**src/rtl/scan_alu_pkg.sv**
```systemverilog
// Shared opcode encodings and chain geometry for the scan ALU slice.
package scan_alu_pkg;

  localparam int unsigned OPCODE_W = 3;

  localparam logic [2:0] OP_ADD = 3'b000;
  localparam logic [2:0] OP_SUB = 3'b001;
  localparam logic [2:0] OP_AND = 3'b010;
  localparam logic [2:0] OP_OR  = 3'b011;
  localparam logic [2:0] OP_XOR = 3'b100;
  localparam logic [2:0] OP_NOT = 3'b101;
  localparam logic [2:0] OP_SHL = 3'b110;
  localparam logic [2:0] OP_SHR = 3'b111;

  // A + B + opcode + result + zero
  function automatic int unsigned chain_len(input int unsigned width);
    return 3 * width + OPCODE_W + 1;
  endfunction

endpackage

```
**src/rtl/alu_core_p.sv**
```systemverilog
// Purely combinational WIDTH-bit ALU; results truncated to WIDTH bits.
module alu_core_p
  import scan_alu_pkg::*;
#(
  parameter int unsigned WIDTH = 4
) (
  input  logic [WIDTH-1:0] a,
  input  logic [WIDTH-1:0] b,
  input  logic [2:0]       op,
  output logic [WIDTH-1:0] y,
  output logic             zero
);

  always_comb begin
    y = '0;
    unique case (op)
      OP_ADD:  y = a + b;
      OP_SUB:  y = a - b;
      OP_AND:  y = a & b;
      OP_OR:   y = a | b;
      OP_XOR:  y = a ^ b;
      OP_NOT:  y = ~a;
      OP_SHL:  y = a << 1;
      OP_SHR:  y = a >> 1;
      default: y = '0;
    endcase
  end

  assign zero = (y == '0);

endmodule

```
**src/rtl/scan_alu_dft.sv**
```systemverilog
// Scan-wrapped ALU slice: full chain over operands, opcode and result/zero capture cells.
// Optional MISR signature output enabled by defining SCAN_ALU_MISR_EN.
module scan_alu_dft
  import scan_alu_pkg::*;
#(
  parameter int unsigned WIDTH = 4
) (
  input  logic             clk,
  input  logic             reset,
  input  logic             scan_in,
  input  logic             scan_enable,
  input  logic             capture_en,
  input  logic             test_mode,
  input  logic [WIDTH-1:0] A,
  input  logic [WIDTH-1:0] B,
  input  logic [2:0]       opcode,
  output logic [WIDTH-1:0] result,
  output logic             zero_flag,
  output logic             scan_out,
`ifdef SCAN_ALU_MISR_EN
  output logic             shift_done,
  output logic [WIDTH:0]   misr_sig
`else
  output logic             shift_done
`endif
);

  localparam int unsigned CHAIN_LEN = chain_len(WIDTH);
  localparam int unsigned CNT_W     = $clog2(CHAIN_LEN + 1);
  localparam int unsigned OP_LSB    = WIDTH + 1;
  localparam int unsigned B_LSB     = WIDTH + OPCODE_W + 1;
  localparam int unsigned A_LSB     = 2 * WIDTH + OPCODE_W + 1;

  logic [CHAIN_LEN-1:0] chain_q;
  logic [CNT_W-1:0]     cnt_q;

  logic [WIDTH-1:0] alu_a;
  logic [WIDTH-1:0] alu_b;
  logic [2:0]       alu_op;
  logic [WIDTH-1:0] alu_y;
  logic             alu_zero;
  logic             capture;

  // Operand source follows test_mode only; shifting does not freeze the ALU inputs.
  always_comb begin
    alu_a  = A;
    alu_b  = B;
    alu_op = opcode;
    if (test_mode) begin
      alu_a  = chain_q[A_LSB +: WIDTH];
      alu_b  = chain_q[B_LSB +: WIDTH];
      alu_op = chain_q[OP_LSB +: OPCODE_W];
    end
  end

  alu_core_p #(
    .WIDTH (WIDTH)
  ) u_alu (
    .a    (alu_a),
    .b    (alu_b),
    .op   (alu_op),
    .y    (alu_y),
    .zero (alu_zero)
  );

  // Shift has priority over capture.
  assign capture = capture_en & ~scan_enable;

  always_ff @(posedge clk or posedge reset) begin
    if (reset) begin
      chain_q <= '0;
    end else if (scan_enable) begin
      chain_q <= {chain_q[CHAIN_LEN-2:0], scan_in};
    end else if (capture) begin
      chain_q[WIDTH:0] <= {alu_y, alu_zero};
    end
  end

  assign scan_out = chain_q[CHAIN_LEN-1];

  // Counts consecutive shifts only; any idle cycle restarts the count.
  always_ff @(posedge clk or posedge reset) begin
    if (reset) begin
      cnt_q      <= '0;
      shift_done <= 1'b0;
    end else if (scan_enable) begin
      if (cnt_q == CNT_W'(CHAIN_LEN - 1)) begin
        cnt_q      <= '0;
        shift_done <= 1'b1;
      end else begin
        cnt_q      <= cnt_q + CNT_W'(1);
        shift_done <= 1'b0;
      end
    end else begin
      cnt_q      <= '0;
      shift_done <= 1'b0;
    end
  end

  always_ff @(posedge clk or posedge reset) begin
    if (reset) begin
      result    <= '0;
      zero_flag <= 1'b1;
    end else begin
      result    <= alu_y;
      zero_flag <= alu_zero;
    end
  end

`ifdef SCAN_ALU_MISR_EN
  always_ff @(posedge clk or posedge reset) begin
    if (reset) begin
      misr_sig <= '0;
    end else if (capture) begin
      misr_sig <= {misr_sig[WIDTH-1:0], misr_sig[WIDTH] ^ misr_sig[0]} ^ {alu_y, alu_zero};
    end
  end
`endif

endmodule

```
**config.mk**
```make
export PLATFORM = sky130hd
export DESIGN_NAME = scan_alu_dft
export DESIGN_NICKNAME = d
export VERILOG_FILES = /design/src/rtl/scan_alu_pkg.sv /design/src/rtl/alu_core_p.sv /design/src/rtl/scan_alu_dft.sv
export SDC_FILE = /design/constraint.sdc
export NUM_CORES = 1
export LEC_CHECK = 0
export ABC_AREA = 1
export CAP_MARGIN = 25
export CORE_UTILIZATION = 45
export CTS_CLUSTER_DIAMETER = 100
export DETAILED_ROUTE_END_ITERATION = 10
export PLACE_DENSITY = 0.67
export SYNTH_ARGS = -nofsm -noshare
export SYNTH_HDL_FRONTEND = slang
export SYNTH_SLANG_ARGS = --single-unit
```
**constraint.sdc**
```tcl
create_clock -name clk -period 6.2 [get_ports clk]
set_input_delay 1.86 -clock clk [delete_from_list [all_inputs] [get_ports clk]]
set_output_delay 1.86 -clock clk [all_outputs]
set_load 0.005 [all_outputs]
```
Word level (Yosys, flattened, before mapping). Index checks and enable logic that the tools add are counted.

Bits of input ports: 17. Register bits after elaboration: 27.

Equality and inequality tests: 8. $add $sub $neg: 3. Reductions and logical operators: 3. Multiplexer cells: 10. Bitwise gates (word level): 6.

Operators by type and width (count): one-hot mux 4 bit (8 select lines) (1); 2-to-1 mux 5 bit (4); equality test 3 bit (second input constant) (4); 2-to-1 mux 4 bit (2); equality test 3 x 2 -> 1 bit (second input constant) (2); adder 5 x 1 -> 5 bit (second input constant) (1); equality test 5 x 4 -> 1 bit (second input constant) (1); adder 4 bit (1); bitwise AND 4 bit (1); zero test 4 bit (1); NOT 4 bit (1); bitwise OR 4 bit (1); subtractor 4 bit (1); XOR 4 bit (1); equality test 3 x 1 -> 1 bit (second input constant) (1); zero test 3 bit (1); 2-to-1 mux 3 bit (1); 2-to-1 mux 1 bit (2); nonzero test 2 bit (1); bitwise AND 1 bit (1); NOT 1 bit (1).

Logic depth before layout (Yosys ltp). Gate-level depths: netlist (run 1).

Depth in word-level cells: 6. Gate-level depth with buffers: 22. Mapped depth without buffers: 20.

Cells and area by module. A second synthesis (run 1) with hierarchy kept.

Cell total of the unflattened synthesis: 245. Area, all modules: 1796.7 sq um.

Modules (own cells, without submodules): scan_alu_dft (times used 1, area an instance 1148.6 sq um, cells each 129); alu_core_p (times used 1, area an instance 648.1 sq um, cells each 116).

Worst setup path after synthesis (run 1). No wires, ideal clock.

Kind: input to register. Start point: input port test_mode. End point: register chain_q[0]. Slack: 2185 ps. Arrival time: 3949 ps. Required time: 6134 ps. Setup time: 66 ps. Path buffers: 2. Cell stages on the path: 20. Cells stage by stage: buf_6 > inv_4 > buf_6 > nand2_1 > nand2_1 > ha_1 > or2_2 > xor2_1 > ha_1 > a21oi_1 > nand2_1 > inv_1 > nand2_1 > nand2_1 > nand2_1 > nand3_1 > nand2_2 > nor2_1 > nand3_1 > nand2_1.

Cells in the longest elaborated chain, start to end: 6. Elaborated cells on any way between the ends: 21. Classes of those cells: add/sub (2); eq/ne (7); mux (6); bitwise (4); reduce/logical (2).

RTL lines: start: declaration (line scan_alu_dft.sv:13) `input logic test_mode,`; 2-to-1 mux 4 bit / 2-to-1 mux 3 bit (equally long branches) (line scan_alu_dft.sv:49) `if (test_mode) begin`; subtractor 4 bit (tied with other cells) (line alu_core_p.sv:18) `OP_SUB: y = a - b;`; one-hot mux 4 bit (8 select lines) (*) (line alu_core_p.sv:16) `unique case (op)`; via alu_y[3] (line scan_alu_dft.sv:40) `logic [WIDTH-1:0] alu_y;`; zero test 4 bit (*) (line alu_core_p.sv:29) `assign zero = (y == '0);`; 2-to-1 mux 5 bit (*) (line scan_alu_dft.sv:74) `end else if (capture) begin`; 2-to-1 mux 5 bit (*) (line scan_alu_dft.sv:72) `end else if (scan_enable) begin`; end signal: assignment (line scan_alu_dft.sv:73) `chain_q <= {chain_q[CHAIN_LEN-2:0], scan_in};`; end signal: indexed assignment (line scan_alu_dft.sv:75) `chain_q[WIDTH:0] <= {alu_y, alu_zero};`; end: declaration (line scan_alu_dft.sv:34) `logic [CHAIN_LEN-1:0] chain_q;`.

The timed path passes the listed nets; every way through them passes the cells marked *. The select of a mux whose other input is x is not followed. A chain may end at the register's enable or synchronous reset.

Worst setup path after layout (run 1). Same ends and word-level chain as after synthesis.

==> metrics.md, run 1 <==
| Metric | Value |
|---|---|
| Status | `complete, no violations` |
| GP Congestion | `0.878` |
| Ant diodes | `0` |
| Most frequent cell on the critical path | `nand2_1` |
| Cts bufs inserted | `3` |
| CTS root buf | `clkbuf_8` |
| Gr ovfl total | `0` |
| Clock latency at the later pin of the worst-skew pair | `0.28 ns` |
| Pwr Density | `273 mW/mm^2` |
| Top area cells in the synthesized netlist | `dfrtp_1, nand2_1, ha_1` |
| Fmax | `204 MHz` |
| Hold Crit Depth | `1` |
| Total Nets Final | `294` |
| Reg clk slew, reported paths | `0.09 ns` |
| DP Worst Slack | `1.05 ns` |
| Initial antenna violation count | `0` |
| CP max FO | `18` |
| Layout area overhead | `16.8%` |
| Register-to-Register Path Depth | `18` |
| Total Negative Setup Slacks | `0 ns` |
| Setup crit end kind | `flop` |
| Startpoint types | `primary input` |
| Worst path cell trace | `clkdlybuf4s50_1, inv_4, nand2_1, nand2_1, nand3_1, inv_1, or2_2, xor2_1, ha_1, a21oi_1, nand2_1, inv_1, nand2_1, nand2_1, nand2_1, nand3_1, nand2_2, nor2_1, nand3_1, nand2_1` |
| Fillers | `372` |
| Routed Wire Length | `3810 microns` |
| Hold Buf Count CTS | `0` |
| Chip width | `66.0 microns` |
| Drt pass-1 iters | `4` |
| Synthesized area | `0.00184 sq mm` |
| Sequential Area | `677 sq um` |
| Routed length per instance | `12.3 microns` |
| Die span in y | `66.0 microns` |
| Final worst setup slack | `1.31 ns` |
| Final Hold Viols | `0` |
| Worst path slowest cell | `clkdlybuf4s50_1` |
| Die ar. | `0.00435 sq mm` |
| Starting Density | `48.5%` |
| Core Area | `0.00380 sq mm` |
| PortBufs | `23` |
| # IOs | `24` |
| Distinct cells, synth | `32` |
| Setup bufs post-CTS | `0` |
| First-pass GRT wire length | `6420 microns` |
| Max Clock Skew | `0.00804 ns` |
| Rel. slew slack | `42.3%` |
| Synthesized area per cell | `7.61 sq um` |
| Max Slew Vio Count | `0` |
| CTS tree | `yes` |
| Top FF cell, synth | `dfrtp_1` |
| Ys Warns | `0` |
| Worst min path class | `flop to flop` |
| Most area-hungry cell type in the Yosys netlist | `dfrtp_1` |
| Syn Inst Count | `242` |
| Synth async-reset ratio | `100%` |
| Cts repair resizes | `0` |
| RSZ-0062 raised after global routing | `no` |
| Largest net degree at the start of global routing | `31` |
| Setup CP Type | `primary input to flop` |
| Clock H-tree levels | `1` |
| Data required, critical path | `6.41 ns` |
| GRT Resource Usage Total | `19.5%` |
| Syn Nets | `273` |
| Vias in the first global route | `1379` |
| Layout cell share with drive strength beyond 1 | `10.3%` |
| Drt via density | `4.91` |
| Peak supply drop | `0.000172 V` |
| CTS Sinks | `27` |
| Max incr delay on CP | `0.91 ns` |
| Max Root-Sink Buffers | `2` |
| Area fraction of the dominant cell type after synthesis | `35.3%` |
| Post-synthesis sequential area ratio | `36.8%` |
| Period minus WS final | `4.89 ns` |
| DRT iter0 DRCs | `89` |
| Via count | `1522` |
| Hold_ws | `0.476 ns` |
| Cell row count | `22` |
| DPL Wire Length | `2930 microns` |
| Final setup fails | `0` |
| Reg2reg setup slack | `3.54 ns` |
| Remaining antenna violation count | `0` |
| Final period util | `78.9%` |
| Max cap viols | `0` |
| Number of synthesized flops with an enable pin | `0` |
| Leakage power | `1.12 nW` |
| Data arrival, critical path | `5.10 ns` |
| Synth Register Bits | `27` |
| Slew @ Worst Pin | `0.864 ns` |
| DRC | `0` |
| Area of the multi-input gates | `966 sq um` |
## cell families (layout without fill, tap and decap cells)
logic type      count (synthesis)  after routing  share of synthesized area [%]
compound gates                 29             29                           9.71
simple gates                  124            124                           31.4
fa+ha+maj                      14             14                           9.92
flops                          27             27                           36.8
xor+xnor                        3              3                           1.43
buf+inv                        45             65                           10.8
## cell usage after synthesis (2+ instances only)
master and instances:
a21oi_1 3, a22oi_1 5, buf_6 3, clkbuf_1 2, dfrtp_1 26, ha_1 13, inv_1 33, inv_2 2
nand2_1 71, nand2_2 4, nand3_1 11, nand3_2 3, nand4_1 12, nor2_1 16, o21ai_0 15, o21ai_2 4
or2_2 3, xor2_1 2
## worst max-delay path: cells and delay by family
| kind | cells | cell delay [ns] |
|---|---|---|
| AO/OA/AOI/OAI | 1 | 0.13 |
| XOR/XNOR | 1 | 0.15 |
| adder cells (fa/ha/maj) | 1 | 0.32 |
| buffers and inverters | 4 | 1.19 |
| AND/OR/NAND/NOR | 13 | 1.46 |
## power breakdown
group          switching (mW)  internal [mW]
clock                  0.0552         0.0457
sequential             0.0217          0.220
combinational           0.139          0.106
total                   0.216          0.371
## sequential cells by signal, summed over array words and instances, names as in the netlist
register / cells
chain_q: 16
cnt_q: 5
result: 4
shift_done: 1
zero_flag: 1
## final timing paths
kind                            start         end
hold / removal               cnt_q[0]    cnt_q[0]
max in group asynchronous       reset   zero_flag
setup / recovery            test_mode  chain_q[0]
min in group asynchronous       reset  shift_done
setup reg to reg           chain_q[5]  chain_q[0]
hold reg to reg              cnt_q[0]    cnt_q[0]
## layout by cell type (no fill, tap or decap), types with 2 or more instances in the layout
master / count
a21oi_1: 3
a22oi_1: 5
clkbuf_8: 3
clkdlybuf4s50_1: 23
dfrtp_1: 26
ha_1: 13
inv_1: 33
inv_2: 2
nand2_1: 71
nand2_2: 4
nand3_1: 11
nand3_2: 3
nand4_1: 12
nor2_1: 16
o21ai_0: 15
o21ai_2: 4
or2_2: 3
xor2_1: 2
## metal layers
layer | up-vias | track usage (%) | wire length [microns] | share of wire [%]
met5 | - | 0 | 0 | 0
met1 | 674 | 29.1 | 1980 | 52
met3 | 5 | 1.03 | 104 | 2.7
li1 | 815 | - | - | -
met2 | 28 | 29.7 | 1680 | 44
met4 | 0 | 7.18 | 53 | 1.4
## through the flow
stage	std cells	utilization (%)	area [sq um]	power, mW
CTS	309	55.9	2120	0.587
finish	310	56.6	2150	0.587
detailed placement	305	54.6	2070	0.486
floorplan	242	-	1840	0.403
global placement	305	54.6	2070	0.486
global route	310	56.6	2150	0.635
## cell type report
cell class	count	share of cell area, %
tap	48	2.79
clock buffer	3	1.92
inverter	37	6.57
sequential	27	31.5
multi-input combinational	170	44.9
clock inverter	1	0.349
timing repair buffer	24	12.0
(Power assumes the default switching activity.)
==> run 2, diff against run 1 <==
==> constraint.sdc (replaced) <==
create_clock -name clk -period 4.95 [get_ports clk]
set_input_delay 1.485 -clock clk [delete_from_list [all_inputs] [get_ports clk]]
set_output_delay 1.485 -clock clk [all_outputs]
set_load 0.005 [all_outputs]
==> metrics.md, run 2 (synthesis gave the netlist of run 1 again) <==
| Metric | Value |
|---|---|
| Min-Delay Endpoint | `cnt_q[0] (unchanged)` |
| Worst path cell trace | `clkdlybuf4s50_1, buf_4, nand2_1, nand2_1, nand3_1, inv_1, or2_2, xor2_1, ha_1, a21oi_1, nand2_1, inv_1, nand2_1, nand2_1, nand2_1, nand3_1, nand2_2, nor2_1, nand3_1, nand2_1 (was clkdlybuf4s50_1, inv_4, nand2_1, nand2_1, nand3_1, inv_1, or2_2, xor2_1, ha_1, a21oi_1, nand2_1, inv_1, nand2_1, nand2_1, nand2_1, nand3_1, nand2_2, nor2_1, nand3_1, nand2_1)` |
| Hold Crit Depth | `1 (unchanged)` |
| Largest net degree at the start of global routing | `31 (unchanged)` |
| Data arrival, critical path | `4.33 ns (was 5.10 ns)` |
| Largest regs | `chain_q: 16 flops, cnt_q: 5 flops, result: 4 flops (unchanged)` |
| RSZ-0062 raised after global routing | `no (unchanged)` |
| Total Nets Final | `295 (was 294)` |
| Starting Density | `48.5% (unchanged)` |
| DP Area | `0.00208 sq mm (was 0.00207 sq mm)` |
| Cts repair resizes | `0 (unchanged)` |
| Worst path slowest cell | `clkdlybuf4s50_1 (unchanged)` |
| DRC | `0 (unchanged)` |
| Die ar. | `0.00435 sq mm (unchanged)` |
| GP Congestion | `0.885 (was 0.878)` |
| Tot Pwr | `0.727 mW (was 0.587 mW)` |
| Hold Buf Count CTS | `0 (unchanged)` |
| Via count | `1551 (was 1522)` |
| Rel. slew slack | `42.0% (was 42.3%)` |
| Max Clock Skew | `0.00245 ns (was 0.00804 ns)` |
| Remaining antenna violation count | `0 (unchanged)` |
| Design Area, Final | `0.00216 sq mm (was 0.00215 sq mm)` |
| Drt via density | `4.99 (was 4.91)` |
| Die span in y | `66.0 microns (unchanged)` |
| Register-to-Register Path Depth | `18 (unchanged)` |
| Fmax | `243 MHz` |
| GRT Resource Usage Total | `18.7% (was 19.5%)` |
| PortBufs | `23 (unchanged)` |
| Reg-to-Reg Start | `chain_q[5] (unchanged)` |
| R2R Path End | `chain_q[0] (unchanged)` |
| Initial antenna violation count | `0 (unchanged)` |
| DPL Wire Length | `2900 microns (was 2930 microns)` |
| Max Slew Vio Count | `0 (unchanged)` |
| Ant diodes | `0 (unchanged)` |
| Clock latency at the later pin of the worst-skew pair | `0.27 ns (was 0.28 ns)` |
| Max cap viols | `0 (unchanged)` |
| Chip width | `66.0 microns (unchanged)` |
| Routed Wire Length | `3730 microns (was 3810 microns)` |
| Data required, critical path | `5.16 ns (was 6.41 ns)` |
| Max incr delay on CP | `0.46 ns (was 0.91 ns)` |
| Core Area | `0.00380 sq mm (unchanged)` |
| Period minus WS final | `4.12 ns` |
| Hold_sp | `cnt_q[0] (unchanged)` |
| Setup crit end kind | `flop (unchanged)` |
| Clock H-tree levels | `1 (unchanged)` |
| Total Negative Setup Slacks | `0 ns (unchanged)` |
| CTS root buf | `clkbuf_8 (unchanged)` |
| Vias in the first global route | `1386 (was 1379)` |
| DRT iter0 DRCs | `115 (was 89)` |
| Worst min path class | `flop to flop (unchanged)` |
| Final worst setup slack | `0.830 ns (was 1.31 ns)` |
| First-pass GRT wire length | `6080 microns (was 6420 microns)` |
| Status | `complete, no violations (unchanged)` |
| Final Hold Viols | `0 (unchanged)` |
| Drt pass-1 iters | `4 (unchanged)` |
| CTS Sinks | `27 (unchanged)` |
| Layout area overhead | `17.1% (was 16.8%)` |
| # IOs | `24 (unchanged)` |
| Pwr Density | `337 mW/mm^2 (was 273 mW/mm^2)` |
| Most common cell after layout, fill and taps aside | `nand2_1 (unchanged)` |
| Reg2reg setup slack | `2.33 ns (was 3.54 ns)` |
| Largest register FFs | `16 (unchanged)` |
| Peak supply drop | `0.000244 V (was 0.000172 V)` |
| Setup bufs post-CTS | `0 (unchanged)` |
| Cts bufs inserted | `3 (unchanged)` |
| Leakage power | `1.13 nW (was 1.12 nW)` |
| Hold_ws | `0.458 ns (was 0.476 ns)` |
| Routed length per instance | `12.0 microns (was 12.3 microns)` |
| Setup CP Type | `primary input to flop (unchanged)` |
| CP max FO | `17 (was 18)` |
| DP Worst Slack | `0.558 ns (was 1.05 ns)` |
| Slew @ Worst Pin | `0.867 ns (was 0.864 ns)` |
| Reg clk slew, reported paths | `0.09 ns (about the same)` |
| Startpoint types | `primary input (unchanged)` |
| Max Root-Sink Buffers | `2 (unchanged)` |
| Layout cell share with drive strength beyond 1 | `10.6% (was 10.3%)` |
| Final setup fails | `0 (unchanged)` |
| Cell row count | `22 (unchanged)` |
| CTS tree | `yes (unchanged)` |
| Commonest cells after routing, fill and taps aside | `nand2_1, inv_1, dfrtp_1 (unchanged)` |
| Final period util | `83.2%` |
| Largest reg by FF count | `chain_q (unchanged)` |
| Most frequent cell on the critical path | `nand2_1 (unchanged)` |
| Gr ovfl total | `0 (unchanged)` |
run 2: worst max-delay path by stage:
stage | start | endpoint | slack [ns] | depth (start not counted)
after floorplan | test_mode | chain_q[0] | 1.31 | 20
after global placement | test_mode | chain_q[0] | 0.63 | 20
after detailed placement | test_mode | chain_q[0] | 0.56 | 20
after CTS | test_mode | chain_q[0] | 0.84 | 20
after global routing | test_mode | chain_q[0] | 0.57 | 20
final | test_mode | chain_q[0] | 0.83 | 20
run 2: where the power goes:
group          switching, mW  internal [mW]
clock                 0.0652         0.0564
sequential            0.0279          0.275
combinational          0.170          0.133
total                  0.263          0.464
run 2: cell type report:
class | instances | area (sq um)
clock buffers | 3 | 41.3
clock inverters | 1 | 5.00
fillers | 354 | 1640
inverters | 37 | 141
multi-input cells | 170 | 966
flip-flops and latches | 27 | 677
well taps | 48 | 60.1
repair buffers | 25 | 265
run 2: critical path, delay by kind of cell:
kind	cells	cell delay, ns
AND/OR/NAND/NOR	13	1.45
buffers and inverters	4	0.81
AO/OA/AOI/OAI	1	0.13
adder cells (fa/ha/maj)	1	0.31
XOR/XNOR	1	0.15
run 2: per-layer routing:
layer / vias up / share of wire (%) / wire [microns] / track usage [%]
li1: 815 / - / - / -
met1: 681 / 50 / 1870 / 26.6
met2: 48 / 43 / 1620 / 29.3
met3: 7 / 4.3 / 161 / 1.21
met4: 0 / 1.9 / 72 / 7.71
met5: - / 0 / 0 / 0
run 2: metrics by stage:
stage | cells | util [%]
finish | 311 | 56.8
global route | 311 | 56.8
CTS | 310 | 56.0
detailed placement | 306 | 54.8
global placement | 306 | 54.8
floorplan | 242 | -
==> run 3, diff against run 2 <==
==> constraint.sdc (replaced) <==
create_clock -name clk -period 4.14 [get_ports clk]
set_input_delay 1.242 -clock clk [delete_from_list [all_inputs] [get_ports clk]]
set_output_delay 1.242 -clock clk [all_outputs]
set_load 0.005 [all_outputs]
==> metrics.md, run 3 (synthesis gave the netlist of run 1 again) <==
| Metric | Value |
|---|---|
| Status | `complete, no violations (unchanged)` |
| Rel. slew slack | `42.0% (about the same)` |
| Reg clk slew, reported paths | `0.09 ns (about the same)` |
| Cts bufs inserted | `3 (unchanged)` |
| Chip width | `66.0 microns (unchanged)` |
| GRT Resource Usage Total | `19.9% (was 18.7%)` |
| Die ar. | `0.00435 sq mm (unchanged)` |
| Routed length per instance | `12.0 microns (about the same)` |
| RSZ-0062 raised after global routing | `no (unchanged)` |
| Final worst setup slack | `0.408 ns (was 0.830 ns)` |
| Data arrival, critical path | `3.94 ns (was 4.33 ns)` |
| Gr ovfl total | `0 (unchanged)` |
| Design Area, Final | `0.00218 sq mm (was 0.00216 sq mm)` |
| Layout cell share with drive strength beyond 1 | `11.7% (was 10.6%)` |
| Remaining antenna violation count | `0 (unchanged)` |
| Vias in the first global route | `1504 (was 1386)` |
| Clock H-tree levels | `1 (unchanged)` |
| Via count | `1586 (was 1551)` |
| Placed insts | `310 (was 306)` |
| Routed Wire Length | `3780 microns (was 3730 microns)` |
| Starting Density | `48.5% (unchanged)` |
| Fmax | `268 MHz` |
| Commonest cells after routing, fill and taps aside | `nand2_1, inv_1, dfrtp_1 (unchanged)` |
| Fin cells | `314 (was 311)` |
| Hold Buf Count CTS | `0 (unchanged)` |
| Drt pass-1 iters | `4 (unchanged)` |
| Final Hold Viols | `0 (unchanged)` |
| Final setup fails | `0 (unchanged)` |
| Worst min path class | `flop to flop (unchanged)` |
| Drt via density | `5.05 (was 4.99)` |
| Total Negative Setup Slacks | `0 ns (unchanged)` |
| Worst path cell trace | `clkdlybuf4s50_1, buf_4, nand2_1, nand2_1, ha_1, or2_2, xor2_1, ha_1, a21oi_1, nand2_1, inv_1, nand2_1, nand2_1, nand2_1, nand3_1, nand2_2, nor2_1, nand3_1, nand2_1 (was clkdlybuf4s50_1, buf_4, nand2_1, nand2_1, nand3_1, inv_1, or2_2, xor2_1, ha_1, a21oi_1, nand2_1, inv_1, nand2_1, nand2_1, nand2_1, nand3_1, nand2_2, nor2_1, nand3_1, nand2_1)` |
| Max incr delay on CP | `0.46 ns (about the same)` |
| Period minus WS final | `3.73 ns` |
| First-pass GRT wire length | `6650 microns (was 6080 microns)` |
| Max Slew Vio Count | `0 (unchanged)` |
| DP Worst Slack | `0.110 ns (was 0.558 ns)` |
| Max Clock Skew | `0.00229 ns (was 0.00245 ns)` |
| Final period util | `90.1%` |
| Largest net degree at the start of global routing | `31 (unchanged)` |
| Leakage power | `1.14 nW (was 1.13 nW)` |
| Die span in y | `66.0 microns (unchanged)` |
| Most common cell after layout, fill and taps aside | `nand2_1 (unchanged)` |
| Setup crit end kind | `flop (unchanged)` |
| Initial antenna violation count | `0 (unchanged)` |
| Setup bufs post-CTS | `0 (unchanged)` |
| CP max FO | `17 (unchanged)` |
| Max Root-Sink Buffers | `2 (unchanged)` |
| Peak supply drop | `0.000234 V (was 0.000244 V)` |
| Data required, critical path | `4.35 ns (was 5.16 ns)` |
| CTS Sinks | `27 (unchanged)` |
| Clock latency at the later pin of the worst-skew pair | `0.27 ns (about the same)` |
| Cell row count | `22 (unchanged)` |
| Worst path slowest cell | `clkdlybuf4s50_1 (unchanged)` |
| PortBufs | `23 (unchanged)` |
| Pwr Density | `405 mW/mm^2 (was 337 mW/mm^2)` |
| Startpoint types | `primary input (unchanged)` |
| Most frequent cell on the critical path | `nand2_1 (unchanged)` |
| Hold_ws | `0.471 ns (was 0.458 ns)` |
| Fillers | `361 (was 354)` |
| Setup CP Type | `primary input to flop (unchanged)` |
| Layout area overhead | `18.4% (was 17.1%)` |
| DRC | `0 (unchanged)` |
| Slew @ Worst Pin | `0.868 ns (was 0.867 ns)` |
| Largest regs | `chain_q: 16 flops, cnt_q: 5 flops, result: 4 flops (unchanged)` |
| DPL Wire Length | `2970 microns (was 2900 microns)` |
| Core Area | `0.00380 sq mm (unchanged)` |
| Cts repair resizes | `0 (unchanged)` |
| Largest reg by FF count | `chain_q (unchanged)` |
| DP Area | `0.00213 sq mm (was 0.00208 sq mm)` |
| CTS tree | `yes (unchanged)` |
| DRT iter0 DRCs | `136 (was 115)` |
| Largest register FFs | `16 (unchanged)` |
| CTS root buf | `clkbuf_8 (unchanged)` |
| # IOs | `24 (unchanged)` |
| GP Congestion | `0.910 (was 0.885)` |
| Total Nets Final | `298 (was 295)` |
| Tot Pwr | `0.883 mW (was 0.727 mW)` |
| Max cap viols | `0 (unchanged)` |
| Final core occ | `57.4% (was 56.8%)` |
| Ant diodes | `0 (unchanged)` |
-- run 3: changes by cell type in the layout (fill, tap and decap cells not counted) --
| cell | delta |
|---|---|
| clkinv_2 | -1 |
| buf_4 | +3 |
| clkinvlp_4 | +1 |
-- run 3: path summary, 6_finish.rpt --
check                            from         end  slack (ns)  cells after the start
min                          cnt_q[0]    cnt_q[0]        0.47                      1
max in group asynchronous       reset  chain_q[7]        2.52                      3
max reg2reg                chain_q[9]  chain_q[0]        1.67                     18
min reg2reg                  cnt_q[0]    cnt_q[0]        0.47                      1
min in group asynchronous       reset  chain_q[2]        1.22                      2
max                         test_mode  chain_q[0]        0.41                     19
-- run 3: cell type report --
class	count	area (sq um)	area share [%]
Timing Repair Buffer	28	288	13.2
Multi-Input combinational cell	170	966	44.3
Sequential cell	27	677	31.0
Tap cell	48	60.1	2.75
Clock buffer	3	41.3	1.89
Inverter	37	141	6.48
Clock inverter	1	7.51	0.344
-- run 3: routing by layer --
layer / global-route usage (%) / part of all wire [%]
met1: 29.0 / 50
met2: 29.8 / 42
met3: 2.93 / 6.1
met4: 7.18 / 1.5
met5: 0 / 0
-- run 3: report_power, final --
group	internal, mW	leakage, nW	switching (mW)
registers	0.329	0.351	0.0311
logic	0.165	0.771	0.208
clock network	0.0683	0.0217	0.0816
-- run 3: critical path: cells and delay by family --
family,cells,cell delay [ns]
adders and majority gates,2,0.53
and+or+nand+nor,12,1.15
xor gates and xnor gates,1,0.15
buffers and inverters,3,0.73
AOI/OAI and AO/OA,1,0.14
